$ cat config.mk
export PLATFORM = sky130hd
export DESIGN_NAME = not_not_round_ctrl
export DESIGN_NICKNAME = d
export VERILOG_FILES = /design/src/rtl/not_not_round_ctrl.sv
export SDC_FILE = /design/constraint.sdc
export NUM_CORES = 1
export LEC_CHECK = 0
export ABC_AREA = 1
export BUFFER_PORTS_ARGS = -buffer_cell sky130_fd_sc_hd__buf_2
export CAP_MARGIN = 20
export CORE_MARGIN = 2
export CORE_UTILIZATION = 35
export CTS_CLUSTER_SIZE = 10
export DETAILED_ROUTE_END_ITERATION = 10
export GPL_TIMING_DRIVEN = 1
export SYNTH_ARGS = -nofsm -noshare
export SYNTH_HDL_FRONTEND = slang
export SYNTH_SLANG_ARGS = --single-unit
$ cat constraint.sdc
create_clock -name clock -period 11.5 [get_ports clock]
set_clock_uncertainty 0.1 [all_clocks]
set_input_delay 1.15 -clock clock [delete_from_list [all_inputs] [get_ports clock]]
set_output_delay 1.15 -clock clock [all_outputs]
set_load 0.02 [all_outputs]
$ cat src/rtl/not_not_round_ctrl.sv
// NotNot round controller: sequences prompt refresh, draw, player response and scoring,
// and keeps the score, the high score and a shrinking per-round time limit.
module not_not_round_ctrl #(
  parameter int unsigned NUM_KEYS     = 4,
  parameter int unsigned SCORE_W      = 8,
  parameter int unsigned TIMER_W      = 28,
  parameter int unsigned TIMEOUT_BASE = 100000000,
  parameter int unsigned TIMEOUT_STEP = 2000000,
  parameter int unsigned TIMEOUT_MIN  = 25000000
) (
  input  logic                clock,
  input  logic                resetn,
  input  logic                start_i,
  input  logic [NUM_KEYS-1:0] key_n_i,
  input  logic [NUM_KEYS-1:0] expected_i,
  input  logic                done_draw_i,
  output logic                lfsr_step_o,
  output logic                draw_start_o,
  output logic                draw_lose_o,
  output logic [SCORE_W-1:0]  score_o,
  output logic [SCORE_W-1:0]  highscore_o,
  output logic [TIMER_W-1:0]  round_timer_o,
  output logic [2:0]          state_o
);

  localparam int unsigned WideW = TIMER_W + SCORE_W + 1;

  typedef enum logic [2:0] {
    StIdle    = 3'd0,
    StRefresh = 3'd1,
    StDraw    = 3'd2,
    StPlay    = 3'd3,
    StLose    = 3'd4
  } state_e;

  state_e              state_q, state_d;
  logic [NUM_KEYS-1:0] sync1_q, sync2_q, prev_q, press;
  logic [NUM_KEYS-1:0] expected_q, expected_d;
  logic [SCORE_W-1:0]  score_q, score_d, high_q, high_d;
  logic [TIMER_W-1:0]  timer_q, timer_d;
  logic                draw_start_q;
  logic [WideW-1:0]    penalty, remaining, load;
  logic                one_press, multi_press, win, lose;

  always_ff @(posedge clock) begin
    if (!resetn) begin
      state_q      <= StIdle;
      sync1_q      <= '1;
      sync2_q      <= '1;
      prev_q       <= '1;
      expected_q   <= '0;
      score_q      <= '0;
      high_q       <= '0;
      timer_q      <= '0;
      draw_start_q <= 1'b0;
    end else begin
      state_q      <= state_d;
      sync1_q      <= key_n_i;
      sync2_q      <= sync1_q;
      prev_q       <= sync2_q;
      expected_q   <= expected_d;
      score_q      <= score_d;
      high_q       <= high_d;
      timer_q      <= timer_d;
      // DRAW is only ever entered from REFRESH, so this marks its first cycle.
      draw_start_q <= (state_q == StRefresh);
    end
  end

  // Falling edge of the synchronized active-low keys.
  assign press       = prev_q & ~sync2_q;
  assign one_press   = ($countones(press) == 1);
  assign multi_press = ($countones(press) > 1);

  // Wide arithmetic so a large score cannot wrap the limit around.
  assign penalty   = WideW'(score_q) * WideW'(TIMEOUT_STEP);
  assign remaining = WideW'(TIMEOUT_BASE) - penalty;
  assign load      = ((penalty < WideW'(TIMEOUT_BASE)) && (remaining > WideW'(TIMEOUT_MIN)))
                     ? remaining : WideW'(TIMEOUT_MIN);

  always_comb begin
    state_d    = state_q;
    expected_d = expected_q;
    score_d    = score_q;
    high_d     = high_q;
    timer_d    = timer_q;
    win        = 1'b0;
    lose       = 1'b0;

    unique case (state_q)
      StIdle: begin
        if (start_i) begin
          state_d = StRefresh;
          score_d = '0;
        end
      end
      StRefresh: state_d = StDraw;
      StDraw: begin
        if (done_draw_i) begin
          state_d    = StPlay;
          expected_d = expected_i;
          timer_d    = load[TIMER_W-1:0];
        end
      end
      StPlay: begin
        if (timer_q != '0) timer_d = timer_q - TIMER_W'(1);
        if (multi_press) begin
          lose = 1'b1;
        end else if (one_press) begin
          if ((press & expected_q) != '0) win = 1'b1;
          else lose = 1'b1;
        end else if (timer_q == '0) begin
          if (expected_q == '0) win = 1'b1;
          else lose = 1'b1;
        end
      end
      StLose: begin
        if ((press != '0) || start_i) state_d = StIdle;
      end
      default: state_d = StIdle;
    endcase

    if (win) begin
      state_d = StRefresh;
      if (score_q != '1) score_d = score_q + SCORE_W'(1);
    end
    if (lose) begin
      state_d = StLose;
      if (score_q > high_q) high_d = score_q;
    end
  end

  assign lfsr_step_o   = (state_q == StRefresh);
  assign draw_start_o  = draw_start_q;
  assign draw_lose_o   = (state_q == StLose);
  assign score_o       = score_q;
  assign highscore_o   = high_q;
  assign round_timer_o = timer_q;
  assign state_o       = state_q;

endmodule

==> run summary, run 1 <==
CLOCK NETWORK
--------------------------------------------------------------------------------------------
Hold-fix buffers at CTS                                                                    0
Number of setup buffers added after CTS                                                    0
H-tree levels                                                                              3
Root buffer cell                                                                sky130_fd_sc_hd__clkbuf_16
Clock tree from TritonCTS                                                               done
Post-CTS resize count                                                                      0
Clock Path Buffers                                                                         2
Clk sink count                                                                            64
Clock buffers created by TritonCTS                                                         9
Clock-pin slew on the worst setup and hold paths                                     0.06 ns
Latest clock arrival within the worst-skew pair                                      0.34 ns

LOGIC SYNTHESIS
--------------------------------------------------------------------------------------------
Library cells used by synthesis                                                           39
Part of the Yosys area used for sequential elements                                    0.206
FFs w/ async S/R, synth                                                                    0
Flop and latch count out of synthesis                                                     64
Most used standard cell by instance count after synthesis                       sky130_fd_sc_hd__nand2_1
Largest family of logic cells by synthesized area                               simple AND/OR/NAND/NOR gates
Complex-gate fraction of the synthesized area                                          0.137
Post-synthesis adder-cell area fraction                                                0.200
Largest cells by area after synthesis                                           sky130_fd_sc_hd__dfxtp_1 (21%), sky130_fd_sc_hd__ha_1 (14%), sky130_fd_sc_hd__nand2_1 (13%), sky130_fd_sc_hd__inv_1 (10%), sky130_fd_sc_hd__fa_1 (5.8%)
Most area-hungry cell type in the Yosys netlist                                 sky130_fd_sc_hd__dfxtp_1
Synth Area per Inst                                                                 6.51 um2
Multiplexer fraction of the synthesized cell area                                          0
Synth Cell Area                                                                     6230 um2
Share of the synthesized area in the top cell type                                     0.206
Yosys warnings                                                                             0
Net count after synthesis                                                              1,058
Number of enable flip-flop cells after synthesis                                           0
Basic-gate share of the synthesized area counting and, or, nand and nor cells          0.316
Xor and xnor area share after synthesis                                               0.0279
Instance count of the mapped netlist                                                     957
Main flop type after synthesis                                                  sky130_fd_sc_hd__dfxtp_1
Leading post-synthesis cells by instance count                                  sky130_fd_sc_hd__nand2_1 (220), sky130_fd_sc_hd__inv_1 (168), sky130_fd_sc_hd__nor2_1 (86)

GLOBAL ROUTING
--------------------------------------------------------------------------------------------
Total congestion overflow                                                                  0
Global-route usage over all layers                                                     0.172
Number of antenna violations at the first check in global routing                          0
Pin count of the biggest net entering global routing                                      48
First-pass GRT wire length                                                         26,600 um
Number of global-route vias before repair                                              5,691

DRT
--------------------------------------------------------------------------------------------
DRC violations left                                                                        0
Routed vias                                                                            6,049
Ratio of routed vias to standard cells                                                  4.86
Detailed-router iteration count before antenna repair                                      5
WL final                                                                           15,800 um
Avg WL per Cell                                                                      12.7 um
1st-iter DRT viols                                                                       343
Antenna Violating Nets Remaining                                                           0

CELLS AND AREA
--------------------------------------------------------------------------------------------
Number of non-filler instances in the completed layout                                 1,244
Number of inserted diodes                                                                  0
Post-Route Utilization                                                                 0.407
Signed area change from the synthesized netlist to the final layout                    13.4%
Total of fill cells in the finished design                                             1,848
Share of post-route cells with drive strength above 1                                  0.119
NumNets Final                                                                          1,115

FLOORPLANNING
--------------------------------------------------------------------------------------------
Placeable core area                                                               17,400 um2
Die Y                                                                                 137 um
Initial cell density of the core                                                       0.359
Die outline width                                                                     137 um
Die outline area                                                                  18,900 um2
Site Rows                                                                                 48
Boundary pin count                                                                        62

HOLD PATH
--------------------------------------------------------------------------------------------
Launch instance of the worst min-delay path                                     sync1_q[0]$_SDFF_PN1_
Worst hold path cell count                                                                 1
Worst Hold End                                                                  sync2_q[0]$_SDFF_PN1_
Class of the worst hold path                                                      reg -> reg

CRITICAL PATH
--------------------------------------------------------------------------------------------
Worst EP required                                                                   11.66 ns
Arrival @ worst endpoint                                                             5.60 ns
Worst R2R Path Depth                                                                      24
Nature of the critical path endpoint                                                register
Category of the critical setup timing path                                        reg -> reg
Maximum fanout count along the critical path                                              12
Type of origin of the critical path                                                 register
Register-to-register setup slack                                                     6.06 ns
Reg-to-reg critical path startpoint                                             score_o[2]$_SDFF_PN0_
Reg2Reg Capture Point                                                           round_timer_o[15]$_SDFFE_PN0P_

OUTCOME
--------------------------------------------------------------------------------------------
Status                                                                          finished clean

TIMING
--------------------------------------------------------------------------------------------
Max transition margin                                                                  0.447
Final Hold Viols                                                                           0
Final period demand of the worst path                                                5.44 ns
Aggregate negative setup slack                                                          0 ns
Total count of max-transition violations in the final report                               0
Post-route clock period utilization                                                    0.473
Setup violators final                                                                      0
Maximum achievable frequency                                                         184 MHz
Worst-Margin Slew                                                                   0.828 ns
Unrepaired setup endpoints after global routing                                        false

POWER
--------------------------------------------------------------------------------------------
Static leakage                                                                    0.00381 uW
Power per unit of standard cell area                                              106 nW/um2
Peak ir drop on the vdd network                                                      79.2 uV

PLACEMENT
--------------------------------------------------------------------------------------------
Placed cell count                                                                      1,228
Gpl congestion                                                                         0.858
HPWL reported at the end of detailed placement                                     12,500 um
Count of input and output buffers                                                         61

FLOW RUN
--------------------------------------------------------------------------------------------
Max-cap check violation count                                                              0

==> worst max-delay path by stage <==
stage,from,slack [ns],depth (start not counted),endpoint
2_1_floorplan,score_o[2]$_SDFF_PN0_,6.65,27,round_timer_o[7]$_SDFFE_PN0P_
3_3_place_gp,score_o[2]$_SDFF_PN0_,6.13,27,round_timer_o[7]$_SDFFE_PN0P_
3_5_place_dp,score_o[2]$_SDFF_PN0_,6.12,27,round_timer_o[9]$_SDFFE_PN0P_
4_1_cts,score_o[2]$_SDFF_PN0_,6.07,26,round_timer_o[18]$_SDFFE_PN0P_
5_1_grt,score_o[2]$_SDFF_PN0_,5.63,24,round_timer_o[26]$_SDFFE_PN0P_
6_report,score_o[2]$_SDFF_PN0_,6.06,24,round_timer_o[15]$_SDFFE_PN0P_
==> final cells by class <==
type	instances	area, um2	area share
Tap cell	225	282	0.0398
Clock buffer	9	225	0.0319
Multi-Input combinational cell	708	4250	0.602
Timing Repair Buffer	62	313	0.0443
Sequential cell	64	1280	0.181
Inverter	169	634	0.0898
Clock inverter	7	80.1	0.0113
==> flip-flops by register name, indices dropped and copies added, names as in the netlist <==
register and count:
round_timer_o 28, highscore_o 8, score_o 8, expected_q 4, prev_q 4, sync1_q 4, sync2_q 4, state_o 3
draw_start_o 1
==> metal layers <==
layer	track usage	wire length [um]
met1	0.223	7750
met5	0	0
met4	0.0418	206
met3	0.0213	501
met2	0.302	7320
==> worst max-delay path, cell delays in order (launching register included) <==
cell and delay, ns:
sky130_fd_sc_hd__dfxtp_1 0.68, sky130_fd_sc_hd__fa_1 0.54, sky130_fd_sc_hd__ha_1 0.33, sky130_fd_sc_hd__fa_1 0.50
sky130_fd_sc_hd__inv_1 0.05, sky130_fd_sc_hd__fa_1 0.53, sky130_fd_sc_hd__inv_1 0.05, sky130_fd_sc_hd__ha_1 0.37
sky130_fd_sc_hd__nand2_1 0.16, sky130_fd_sc_hd__inv_1 0.05, sky130_fd_sc_hd__a21oi_1 0.31, sky130_fd_sc_hd__nor2_1 0.09
sky130_fd_sc_hd__nor2_1 0.13, sky130_fd_sc_hd__nand3_1 0.08, sky130_fd_sc_hd__nand2_1 0.16, sky130_fd_sc_hd__nand2_1 0.07
sky130_fd_sc_hd__nor2_1 0.11, sky130_fd_sc_hd__nand2_1 0.08, sky130_fd_sc_hd__nand2_1 0.08, sky130_fd_sc_hd__nand2_2 0.07
sky130_fd_sc_hd__a31oi_4 0.28, sky130_fd_sc_hd__nand2_4 0.13, sky130_fd_sc_hd__nor2_8 0.18, sky130_fd_sc_hd__nand2_1 0.08
sky130_fd_sc_hd__a21oi_1 0.13
==> per-stage QoR <==
stage | hold WS [ns] | instance area [um2] | worst slack [ns] | total power (uW)
floorplan | 0.292 | 6230 | 6.65 | 414
global placement | 0.295 | 6760 | 6.13 | 468
detailed placement | 0.299 | 6760 | 6.12 | 469
CTS | 0.313 | 7070 | 6.07 | 750
global route | 0.323 | 7070 | 5.63 | 791
finish | 0.311 | 7070 | 6.06 | 746
==> layout by cell type (no fill, tap or decap), drive strengths merged, types with 5 or more instances in the layout <==
cell	Yosys	layout
a21oi	70	70
inv	168	170
ha	71	71
a31oi	5	5
clkbuf	11	9
nor3	13	13
nand4	22	22
buf	5	62
fa	18	18
nand2	232	232
nor2	92	92
or2	12	12
xor2	15	15
o21ai	66	66
dfxtp	64	64
nand3	66	66
==> logic make-up (layout without fill, tap and decap cells) <==
kind of cell,Yosys count,after routing
and+or+nand+nor,445,445
buffers and inverters,185,247
AOI/OAI and AO/OA,155,155
adders and majority gates,89,89
DFF,64,64
xor gates and xnor gates,19,19
==> where the power goes <==
group	switching (uW)	internal (uW)	leakage (uW)	total, uW
logic	135	65.4	0.00314	201
registers	22.7	242	0.000523	264
clock network	111	170	0.000143	281
total	269	477	0.00381	746
Power figures use the tool's default switching activity.
==> run 2: changes to the inputs <==
==> constraint.sdc (replaced) <==
create_clock -name clock -period 5.2 [get_ports clock]
set_clock_uncertainty 0.1 [all_clocks]
set_input_delay 0.52 -clock clock [delete_from_list [all_inputs] [get_ports clock]]
set_output_delay 0.52 -clock clock [all_outputs]
set_load 0.02 [all_outputs]
==> run 2 against run 1 <==
  * Non-clock buffer count is 11 higher
  * Critical path depth is 1 higher
  * Flip-flop and latch count stayed put
  * Hold slack worse by 0.042 ns
  * Design area is 3.5% higher
  * Global-route usage is 1.1 points higher
  * Sequential share of layout area is 0.61 points lower
  * Routed wire length is 4.7% higher
  * Utilization is 1.4 points higher
==> run summary, run 2 (same netlist as run 1, synthesis figures left out) <==
DRT
--------------------------------------------------------------------------------------
WL final                                                                     16,500 um
Avg WL per Cell                                                                13.2 um
Detailed-router iteration count before antenna repair                                5
1st-iter DRT viols                                                                 369
Antenna Violating Nets Remaining                                                     0
DRC violations left                                                                  0
Ratio of routed vias to standard cells                                            4.93
Routed vias                                                                      6,198

GLOBAL ROUTING
--------------------------------------------------------------------------------------
Number of global-route vias before repair                                        5,916
Global-route usage over all layers                                               0.183
First-pass GRT wire length                                                   27,900 um
Number of antenna violations at the first check in global routing                    0
Pin count of the biggest net entering global routing                                48
Total congestion overflow                                                            0

CRITICAL PATH
--------------------------------------------------------------------------------------
Nature of the critical path endpoint                                          register
Delay of the slowest cell on the worst path                                    0.53 ns
Type of origin of the critical path                                           register
Cell family with the largest share of critical-path delay                  adder cells
Category of the critical setup timing path                                  reg -> reg
Worst EP required                                                              5.36 ns
Register-to-register setup slack                                               0.31 ns
Library cell contributing the largest single delay on the critical path   sky130_fd_sc_hd__fa_1
Reg2Reg Capture Point                                                     round_timer_o[8]$_SDFFE_PN0P_
Worst R2R Path Depth                                                                25
Arrival @ worst endpoint                                                       5.05 ns
Most repeated library cell on the critical path                           sky130_fd_sc_hd__inv_1
Number of cells on the critical path                                                25
Start point of the critical path                                          score_o[4]$_SDFF_PN0_
Maximum fanout count along the critical path                                         8
CP Capture Point                                                          round_timer_o[8]$_SDFFE_PN0P_
Reg-to-reg critical path startpoint                                       score_o[4]$_SDFF_PN0_
CP bufs+invs                                                                         6

CLOCK NETWORK
--------------------------------------------------------------------------------------
Root buffer cell                                                          sky130_fd_sc_hd__clkbuf_16
Latest clock arrival within the worst-skew pair                                0.34 ns
H-tree levels                                                                        3
Clock Path Buffers                                                                   2
Clock buffers created by TritonCTS                                                   9
Clk sink count                                                                      64
Clock-pin slew on the worst setup and hold paths                               0.06 ns
Clock tree from TritonCTS                                                         done

CELLS AND AREA
--------------------------------------------------------------------------------------
Highest-count cells in the layout ignoring fill and taps                  sky130_fd_sc_hd__nand2_1 (214), sky130_fd_sc_hd__inv_1 (168), sky130_fd_sc_hd__nor2_1 (82), sky130_fd_sc_hd__ha_1 (68)
Number of inserted diodes                                                            0
Signed area change from the synthesized netlist to the final layout              17.3%
Post-Route Utilization                                                           0.421
Share of post-route cells with drive strength above 1                            0.146
Multi-input gate area                                                         4360 um2
Register cell area after layout                                               1280 um2
NumNets Final                                                                    1,127
Flip-flop count of the largest register, all copies and words added                 28
Most common library cell in the layout ignoring fill and taps             sky130_fd_sc_hd__nand2_1
Total of fill cells in the finished design                                       1,817

TIMING
--------------------------------------------------------------------------------------
Min Hold Slack                                                                0.268 ns
Post-route clock period utilization                                              0.940
Final period demand of the worst path                                          4.89 ns
Final Worst Setup Slack                                                       0.310 ns
Max transition margin                                                            0.459
Setup violators final                                                                0
Total count of max-transition violations in the final report                         0
Worst-Margin Slew                                                             0.809 ns
Final Hold Viols                                                                     0
Maximum achievable frequency                                                   205 MHz

POWER
--------------------------------------------------------------------------------------
Power share of the clock group                                                   0.414
Net switching power                                                             609 uW
Switching share of power                                                         0.345
Internal power consumption                                                     1150 uW
Static leakage                                                              0.00390 uW
Power per unit of standard cell area                                        241 nW/um2
Sequential share of power                                                        0.331
Combinational power share                                                        0.255
Peak ir drop on the vdd network                                                 170 uV

OUTCOME
--------------------------------------------------------------------------------------
Status                                                                    finished clean

HOLD PATH
--------------------------------------------------------------------------------------
Class of the worst hold path                                                 in -> reg

FLOORPLANNING
--------------------------------------------------------------------------------------
Die outline area                                                            18,900 um2
Site Rows                                                                           48
Initial cell density of the core                                                 0.359
Die outline width                                                               137 um
Boundary pin count                                                                  62
Die Y                                                                           137 um
Placeable core area                                                         17,400 um2

PLACEMENT
--------------------------------------------------------------------------------------
Setup slack at placement                                                      0.166 ns
Gpl congestion                                                                   0.859
HPWL reported at the end of detailed placement                               12,700 um
Count of input and output buffers                                                   61

FLOW RUN
--------------------------------------------------------------------------------------
Max-cap check violation count                                                        0

run 2: changes by cell type in the layout (fill, tap and decap cells not counted), sizes merged:
cell / delta
clkinv: -1
nor2: +1
inv: +1
bufinv: +2
clkinvlp: -2
buf: +11
run 2: worst reg2reg max path, delay by kind of cell (launching register included):
| kind | cells | cell delay, ns |
|---|---|---|
| buffers and inverters | 6 | 0.33 |
| adders and majority gates | 5 | 2.23 |
| and+or+nand+nor | 12 | 1.50 |
| DFF | 1 | 0.33 |
| AOI/OAI and AO/OA | 2 | 0.33 |
run 2: layer usage:
layer	part of all wire	wire length (um)	global-route usage
met5	0	0	0
met4	0.013	219	0.0441
met3	0.028	456	0.0188
met2	0.47	7840	0.323
met1	0.48	8010	0.239
run 2: timing repair:
item | in CTS | in global routing
hold buffers | 0 | 0
endpoints found under the setup margin | 0 | 22
buffers inserted | 0 | 2
resized for setup | 0 | 27
run 2: cell type report:
type | instances | area share
tap | 225 | 0.0385
multi-input combinational | 709 | 0.596
timing repair buffer | 73 | 0.0556
clock buffer | 9 | 0.0308
sequential | 64 | 0.175
clock inverter | 7 | 0.0171
inverter | 169 | 0.0868
run 2: how the worst min path moves through the flow:
stage                                     start  cells past startpoint  slack (ns)               endpoint
after floorplan           sync2_q[1]$_SDFF_PN1_                      2        0.29   prev_q[1]$_SDFF_PN1_
after global placement    sync1_q[0]$_SDFF_PN1_                      1        0.30  sync2_q[0]$_SDFF_PN1_
after detailed placement  sync1_q[1]$_SDFF_PN1_                      1        0.30  sync2_q[1]$_SDFF_PN1_
after CTS                            key_n_i[2]                      2        0.26  sync1_q[2]$_SDFF_PN1_
after global routing                 key_n_i[1]                      2        0.27  sync1_q[1]$_SDFF_PN1_
final                                key_n_i[2]                      2        0.27  sync1_q[2]$_SDFF_PN1_
run 2: through the flow:
stage	setup TNS [ns]	cell area (um2)	instances	power [uW]
floorplan	0	6230	957	915
global placement	0	6830	1237	1040
detailed placement	0	6830	1237	1040
CTS	0	7180	1253	1770
global route	-0.0887	7310	1256	1870
finish	0	7310	1256	1760
run 2: power by group through the flow:
stage | Clock, uW | Sequential (uW) | Combinational, uW
finish | 729 | 584 | 450
global route | 764 | 591 | 515
global placement | 0 | 594 | 441
CTS | 743 | 583 | 448
floorplan | 0 | 628 | 288
detailed placement | 0 | 593 | 444
